**src/rtl/nn_pkg.sv**
```systemverilog
// Shared definitions for the fully-connected layer blocks.
package nn_pkg;

   localparam int unsigned DATA_WIDTH_DEFAULT = 16;

   typedef enum logic {
      IDLE = 1'b0,
      SEND = 1'b1
   } state_e;

   // Counter width for n values, never narrower than one bit
   function automatic int unsigned clog2_min1(input int unsigned n);
      int unsigned w;
      w = 32'($clog2(n));
      if (w < 1) w = 1;
      return w;
   endfunction

endpackage

```
**src/rtl/layer_serializer.sv**
```systemverilog
// Captures a layer's parallel neuron outputs and replays them as a serial word stream.
module layer_serializer
   import nn_pkg::*;
#(
   parameter int unsigned NN        = 10,
   parameter int unsigned dataWidth = DATA_WIDTH_DEFAULT
) (
   input  logic                    clk,
   input  logic                    rst,
   input  logic [NN-1:0]           i_valid,
   input  logic [NN*dataWidth-1:0] i_data,
   output logic                    o_valid,
   output logic [dataWidth-1:0]    o_data,
   output logic                    o_last,
   output logic                    busy,
   input  logic                    err_clr,
   output logic                    err_overrun,
   output logic                    err_mismatch
);

   localparam int unsigned   CW       = clog2_min1(NN);
   localparam logic [CW-1:0] LAST_IDX = CW'(NN - 1);

   state_e               state_q, state_d;
   logic [CW-1:0]        cnt_q, cnt_d;
   logic [dataWidth-1:0] buf_q [NN];
   logic [dataWidth-1:0] buf_d [NN];
   logic                 o_valid_q, o_valid_d;
   logic [dataWidth-1:0] o_data_q, o_data_d;
   logic                 o_last_q, o_last_d;
   logic                 err_overrun_q, err_overrun_d;
   logic                 err_mismatch_q, err_mismatch_d;

   logic trig, at_last, load, ovr_ev, mis_ev;

   // Next-state, shadow buffer reload, output preparation and sticky error flags
   always_comb begin
      state_d  = state_q;
      cnt_d    = cnt_q;
      buf_d    = buf_q;

      trig     = i_valid[0];
      mis_ev   = (i_valid != '0) && (i_valid != '1);
      at_last  = (state_q == SEND) && (cnt_q == LAST_IDX);
      load     = trig && ((state_q == IDLE) || at_last);
      ovr_ev   = trig && (state_q == SEND) && !at_last;

      case (state_q)
         IDLE: begin
            if (load) begin
               state_d = SEND;
               cnt_d   = '0;
            end
         end
         SEND: begin
            if (at_last) begin
               cnt_d   = '0;
               state_d = load ? SEND : IDLE;
            end else begin
               cnt_d = cnt_q + CW'(1);
            end
         end
         default: begin
            state_d = IDLE;
            cnt_d   = '0;
         end
      endcase

      if (load) begin
         for (int unsigned k = 0; k < NN; k++) begin
            buf_d[k] = i_data[k*dataWidth +: dataWidth];
         end
      end

      // Outputs are registered, so they are computed from the upcoming state
      o_valid_d = (state_d == SEND);
      o_data_d  = o_valid_d ? buf_d[cnt_d] : '0;
      o_last_d  = o_valid_d && (cnt_d == LAST_IDX);

      // A new error event wins over a simultaneous clear
      err_overrun_d  = (err_overrun_q && !err_clr) || ovr_ev;
      err_mismatch_d = (err_mismatch_q && !err_clr) || mis_ev;
   end

   // State, counter, buffer and output registers
   always_ff @(posedge clk or negedge rst) begin
      if (!rst) begin
         state_q        <= IDLE;
         cnt_q          <= '0;
         for (int unsigned k = 0; k < NN; k++) begin
            buf_q[k] <= '0;
         end
         o_valid_q      <= 1'b0;
         o_data_q       <= '0;
         o_last_q       <= 1'b0;
         err_overrun_q  <= 1'b0;
         err_mismatch_q <= 1'b0;
      end else begin
         state_q        <= state_d;
         cnt_q          <= cnt_d;
         buf_q          <= buf_d;
         o_valid_q      <= o_valid_d;
         o_data_q       <= o_data_d;
         o_last_q       <= o_last_d;
         err_overrun_q  <= err_overrun_d;
         err_mismatch_q <= err_mismatch_d;
      end
   end

   assign o_valid      = o_valid_q;
   assign o_data       = o_data_q;
   assign o_last       = o_last_q;
   assign busy         = (state_q == SEND);
   assign err_overrun  = err_overrun_q;
   assign err_mismatch = err_mismatch_q;

endmodule
```
**config.mk**
```make
export PLATFORM = sky130hd
export DESIGN_NAME = layer_serializer
export DESIGN_NICKNAME = d
export VERILOG_FILES = /design/src/rtl/nn_pkg.sv /design/src/rtl/layer_serializer.sv
export SDC_FILE = /design/constraint.sdc
export NUM_CORES = 1
export LEC_CHECK = 0
export CAP_MARGIN = 25
export CELL_PAD_IN_SITES_DETAIL_PLACEMENT = 0
export CELL_PAD_IN_SITES_GLOBAL_PLACEMENT = 1
export CORE_AREA = 2 2 178 145
export DETAILED_ROUTE_END_ITERATION = 6
export DIE_AREA = 0 0 180 147
export PLACE_DENSITY_LB_ADDON = 0.1
export SLEW_MARGIN = 20
export SYNTH_ARGS = -nofsm -noshare
export SYNTH_HDL_FRONTEND = slang
export SYNTH_SLANG_ARGS = --single-unit
```
**constraint.sdc**
```tcl
create_clock -name clk -period 2.75 [get_ports clk]
set_input_delay 0.275 -clock clk [delete_from_list [all_inputs] [get_ports clk]]
set_output_delay 0.275 -clock clk [all_outputs]
set_load 0.02 [all_outputs]
```
==> flow_summary.html <==
<table>
<tr><th>Metric</th><th>Value</th></tr>
<tr><th colspan="2">Worst setup path</th></tr>
<tr><td>Start-to-end type of the worst setup path</td><td>flip-flop to flip-flop</td></tr>
<tr><td>Maximum cell stage delay along the critical path</td><td>420 ps</td></tr>
<tr><td>Critical path peak fanout</td><td>26</td></tr>
<tr><td>Crit path capture type</td><td>flip-flop</td></tr>
<tr><td>Flop2flop setup slack</td><td>170 ps</td></tr>
<tr><td>Data arrival time of the critical path</td><td>2880 ps</td></tr>
<tr><td>Worst path slowest cell</td><td>buf_4</td></tr>
<tr><td>Critical path launch point type</td><td>flip-flop</td></tr>
<tr><td>Cell breakdown of the critical path</td><td>ha_1 -&gt; nand3b_4 -&gt; a21oi_4 -&gt; buf_4 -&gt; mux2_2 -&gt; o21ba_2 -&gt; o21ai_0 -&gt; o311ai_1</td></tr>
<tr><td>Required time of the critical path</td><td>just over 3000 ps</td></tr>
<tr><th colspan="2">Logic synthesis</th></tr>
<tr><td>Synth Cell Area</td><td>between 9000 and 10000 um^2</td></tr>
<tr><td>Share of synthesized area spent on multiplexers</td><td>14.0%</td></tr>
<tr><td>Post-synthesis cell count</td><td>928</td></tr>
<tr><td>Ys async rst share</td><td>100%</td></tr>
<tr><td>Total nets after synthesis</td><td>1103</td></tr>
<tr><td>Adder and majority gate portion of the synthesized area</td><td>less than 1%</td></tr>
<tr><td>Fraction of the mapped netlist area in simple logic gates</td><td>14.9%</td></tr>
<tr><td>Complex-gate fraction of the synthesized area</td><td>16.2%</td></tr>
<tr><td>Total of flip-flops plus latches after synthesis</td><td>184</td></tr>
<tr><td>Number of enable-type register cells in the synthesized netlist</td><td>0</td></tr>
<tr><td>Average footprint of a synthesized cell</td><td>~10 um^2</td></tr>
<tr><td>Xor/xnor share of the synthesized area</td><td>0.0948%</td></tr>
<tr><td>Netlist cell types</td><td>58</td></tr>
<tr><td>Leading register cell type out of synthesis</td><td>dfrtp_1</td></tr>
<tr><td>Sequential area share after synthesis</td><td>between 40% and 50%</td></tr>
<tr><td>Main combinational cell family by area after synthesis</td><td>compound AO/OA/AOI/OAI gates</td></tr>
<tr><td>Warning count from the yosys run</td><td>0</td></tr>
<tr><th colspan="2">Floorplanning</th></tr>
<tr><td>Ports</td><td>approximately 190</td></tr>
<tr><td>Num rows</td><td>52</td></tr>
<tr><td>Starting density of the core</td><td>37.3%</td></tr>
<tr><td>Area of the die</td><td>about 26000 um^2</td></tr>
<tr><td>Width of the die</td><td>about 180 um</td></tr>
<tr><td>Chip height</td><td>147 um</td></tr>
<tr><td>Core area</td><td>24800 um^2</td></tr>
<tr><th colspan="2">Detailed routing</th></tr>
<tr><td>Total Routed Length</td><td>27.8 mm</td></tr>
<tr><td>Number of iterations in the first detailed-routing pass</td><td>7</td></tr>
<tr><td>Via Count</td><td>7485</td></tr>
<tr><td>Detail-routed net length per standard cell</td><td>around 19 um</td></tr>
<tr><td>DR vias/cell</td><td>5.16</td></tr>
<tr><td>Number of DRC markers after the initial detailed-route iteration</td><td>423</td></tr>
<tr><td>Post-DRT Antenna Nets</td><td>0</td></tr>
<tr><td>Remaining DRCs</td><td>0</td></tr>
<tr><th colspan="2">Layout</th></tr>
<tr><td>Reg area</td><td>4610 um^2</td></tr>
<tr><td>Filler Cells Inserted</td><td>2334</td></tr>
<tr><td>Number of antenna repair diodes</td><td>0</td></tr>
<tr><td>Most frequent standard cell in the layout excluding fill and tap cells</td><td>nand2_1</td></tr>
<tr><td>Layout-stage area growth over the synthesis result</td><td>33.5%</td></tr>
<tr><td>Ratio of cells with drive above 1 in the final layout</td><td>~17%</td></tr>
<tr><td>Multi-input gate area in the final layout</td><td>roughly 4200 um^2</td></tr>
<tr><td>Utilization after layout</td><td>49.7%</td></tr>
<tr><td>Commonest non-fill, non-tap cells in the layout</td><td>nand2_1 (217), clkdlybuf4s50_1 (191), dfrtp_1 (183), mux2_2 (90), o21ai_0 (67)</td></tr>
<tr><td>Layout net count</td><td>around 1300</td></tr>
<tr><th colspan="2">CTS</th></tr>
<tr><td>Number of H-tree branching levels</td><td>4</td></tr>
<tr><td>CTS max path bufs</td><td>2</td></tr>
<tr><td>Clock transition at the registers of the reported paths</td><td>70 ps</td></tr>
<tr><td>Number of buffers inserted during clock tree synthesis</td><td>17</td></tr>
<tr><td>Clock latency on the worst-skew pair</td><td>around 430 ps</td></tr>
<tr><td>Cell chosen for the clock root</td><td>clkbuf_16</td></tr>
<tr><td>CTS tree</td><td>done</td></tr>
<tr><td>Clock net sink count</td><td>184</td></tr>
<tr><td>Setup fix buffers added after clock tree synthesis</td><td>0</td></tr>
<tr><th colspan="2">Outcome</th></tr>
<tr><td>Status</td><td>finished clean</td></tr>
<tr><th colspan="2">Placed design</th></tr>
<tr><td>DPL Wire Length</td><td>19.6 mm</td></tr>
<tr><td>Worst slack after detailed placement</td><td>~130 ps</td></tr>
<tr><td>Final GP Congestion</td><td>approximately 0.81</td></tr>
<tr><td>Quantity of I/O buffers inserted on ports</td><td>approximately 190</td></tr>
<tr><th colspan="2">Pwr</th></tr>
<tr><td>Power per standard cell area</td><td>between 1000 and 1500 nW/um^2</td></tr>
<tr><td>Power, Total</td><td>15.0 mW</td></tr>
<tr><td>Leakage power total</td><td>roughly 5.4 nW</td></tr>
<tr><td>Worst voltage drop across the vdd grid</td><td>~650 uV</td></tr>
<tr><th colspan="2">Timing</th></tr>
<tr><td>Setup-violating endpoint count in the final report</td><td>0</td></tr>
<tr><td>Min setup slack post-route</td><td>around 170 ps</td></tr>
<tr><td>Worst Max-Slew Pin Slew</td><td>584 ps</td></tr>
<tr><td>Setup repair after global routing missed its margin</td><td>false</td></tr>
<tr><td>Worst rel slew slack</td><td>61.1%</td></tr>
<tr><td>Clock tree skew after final layout</td><td>8.64 ps</td></tr>
<tr><td>Period utilization</td><td>93.8%</td></tr>
<tr><td>Hold Slack</td><td>around 370 ps</td></tr>
<tr><td>Min cycle time layout</td><td>around 2600 ps</td></tr>
<tr><td>Sum Neg Setup Slack</td><td>0 ps</td></tr>
<tr><td>Max-slew violations</td><td>0</td></tr>
<tr><td>Final hold violations</td><td>0</td></tr>
<tr><td>Highest achievable clock rate</td><td>about 390 MHz</td></tr>
<tr><th colspan="2">Global routing</th></tr>
<tr><td>Wire length of the first global-routing pass</td><td>about 44 mm</td></tr>
<tr><td>All-layer global routing usage</td><td>a little over a fifth</td></tr>
<tr><td>Total global routing overflow</td><td>0</td></tr>
<tr><td>Initial antenna violation count</td><td>0</td></tr>
<tr><td>Largest net degree at the start of global routing</td><td>66</td></tr>
<tr><td>Vias in the first global route</td><td>about 7700</td></tr>
<tr><th colspan="2">Job</th></tr>
<tr><td>Number of maximum-capacitance constraint violations</td><td>0</td></tr>
<tr><th colspan="2">Hold path</th></tr>
<tr><td>Class of the worst hold path</td><td>input pin to flip-flop</td></tr>
</table>
## state kept, by name, indices dropped and copies added (netlist names)
name and count:
o_data 16, cnt_q 4, o_valid 1, err_overrun 1, o_last 1, err_mismatch 1
buf_q 160
## synth_stat cells, drive strengths merged (7+ instances only)
master / instances / area, um^2
buf: 52 / 284
a211oi: 12 / 90.1
dfrtp: 184 / 4600
clkbuf: 18 / 68.8
nand2b: 12 / 75.1
a21oi: 16 / 83.8
nor3: 20 / 100
nor2: 44 / 168
mux2: 94 / 1070
a311oi: 7 / 61.3
o21ai: 77 / 389
nand2: 217 / 815
mux2i: 22 / 220
o221ai: 13 / 114
o311ai: 11 / 96.3
o21a: 11 / 82.6
o21bai: 10 / 75.1
a211o: 11 / 96.3
o21ba: 8 / 80.1
nor2b: 14 / 87.6
inv: 20 / 75.1
## through the flow
step / cells / area (um^2)
final: 1451 / 12300
after global routing: 1451 / 12300
after CTS: 1450 / 12300
after detailed placement: 1418 / 11700
after global placement: 1418 / 11700
after floorplan: 928 / 9240
## final cells by class
class / instances / area share [%]
Multi-Input combinational cell: 654 / 34.3
Tap cell: 324 / 3.29
Clock inverter: 12 / 1.61
Timing Repair Buffer: 238 / 19.3
Clock buffer: 19 / 3.59
Inverter: 20 / 0.609
Sequential cell: 184 / 37.4
## power breakdown
part           switching (mW)  total, mW  internal, mW
combinational            4.05       7.53          3.49
clock                    1.08       2.72          1.64
sequential              0.679       4.72          4.05
## layer usage
metal,part of all wire [%],routed length (um),vias up,GRT usage (%)
met5,0,0,-,0
met4,0.78,216,0,4.47
met3,4.7,1320,12,4.26
met2,43,11900,188,31.7
met1,52,14400,3642,33.3
li1,-,-,3643,-
## final timing paths
check,startpoint,to,cells past startpoint
worst max-delay path,cnt_q[0],o_data[12],8
worst min-delay path,i_data[80],buf_q[64],3
worst max register to register,cnt_q[0],o_data[12],8
worst min register to register,buf_q[48],buf_q[48],2
max in group asynchronous,rst,buf_q[140],3
min in group asynchronous,rst,buf_q[65],2
## kinds of logic after synthesis
logic type / count (synthesis)
adder cells (fa/ha/maj): 2
AO/OA/AOI/OAI: 210
multiplexers: 116
XOR/XNOR: 1
flip-flops: 184
buffers and inverters: 90
AND/OR/NAND/NOR: 325
## repair_timing
action                                  in CTS  in global routing
endpoints found under the setup margin       0                  1
endpoints found under the hold margin       62                  0
hold buffers                                 1                  0
resized for setup                            0                  1
## critical path, delay by kind of cell (launching register included)
kind                       cells  cell delay (ps)
AOI/OAI and AO/OA              4              810
buffers and inverters          1              420
DFF                            1              410
muxes                          1              400
adders and majority gates      1              290
and+or+nand+nor                1              130
Note: power is estimated with default switching activity, not from simulation.
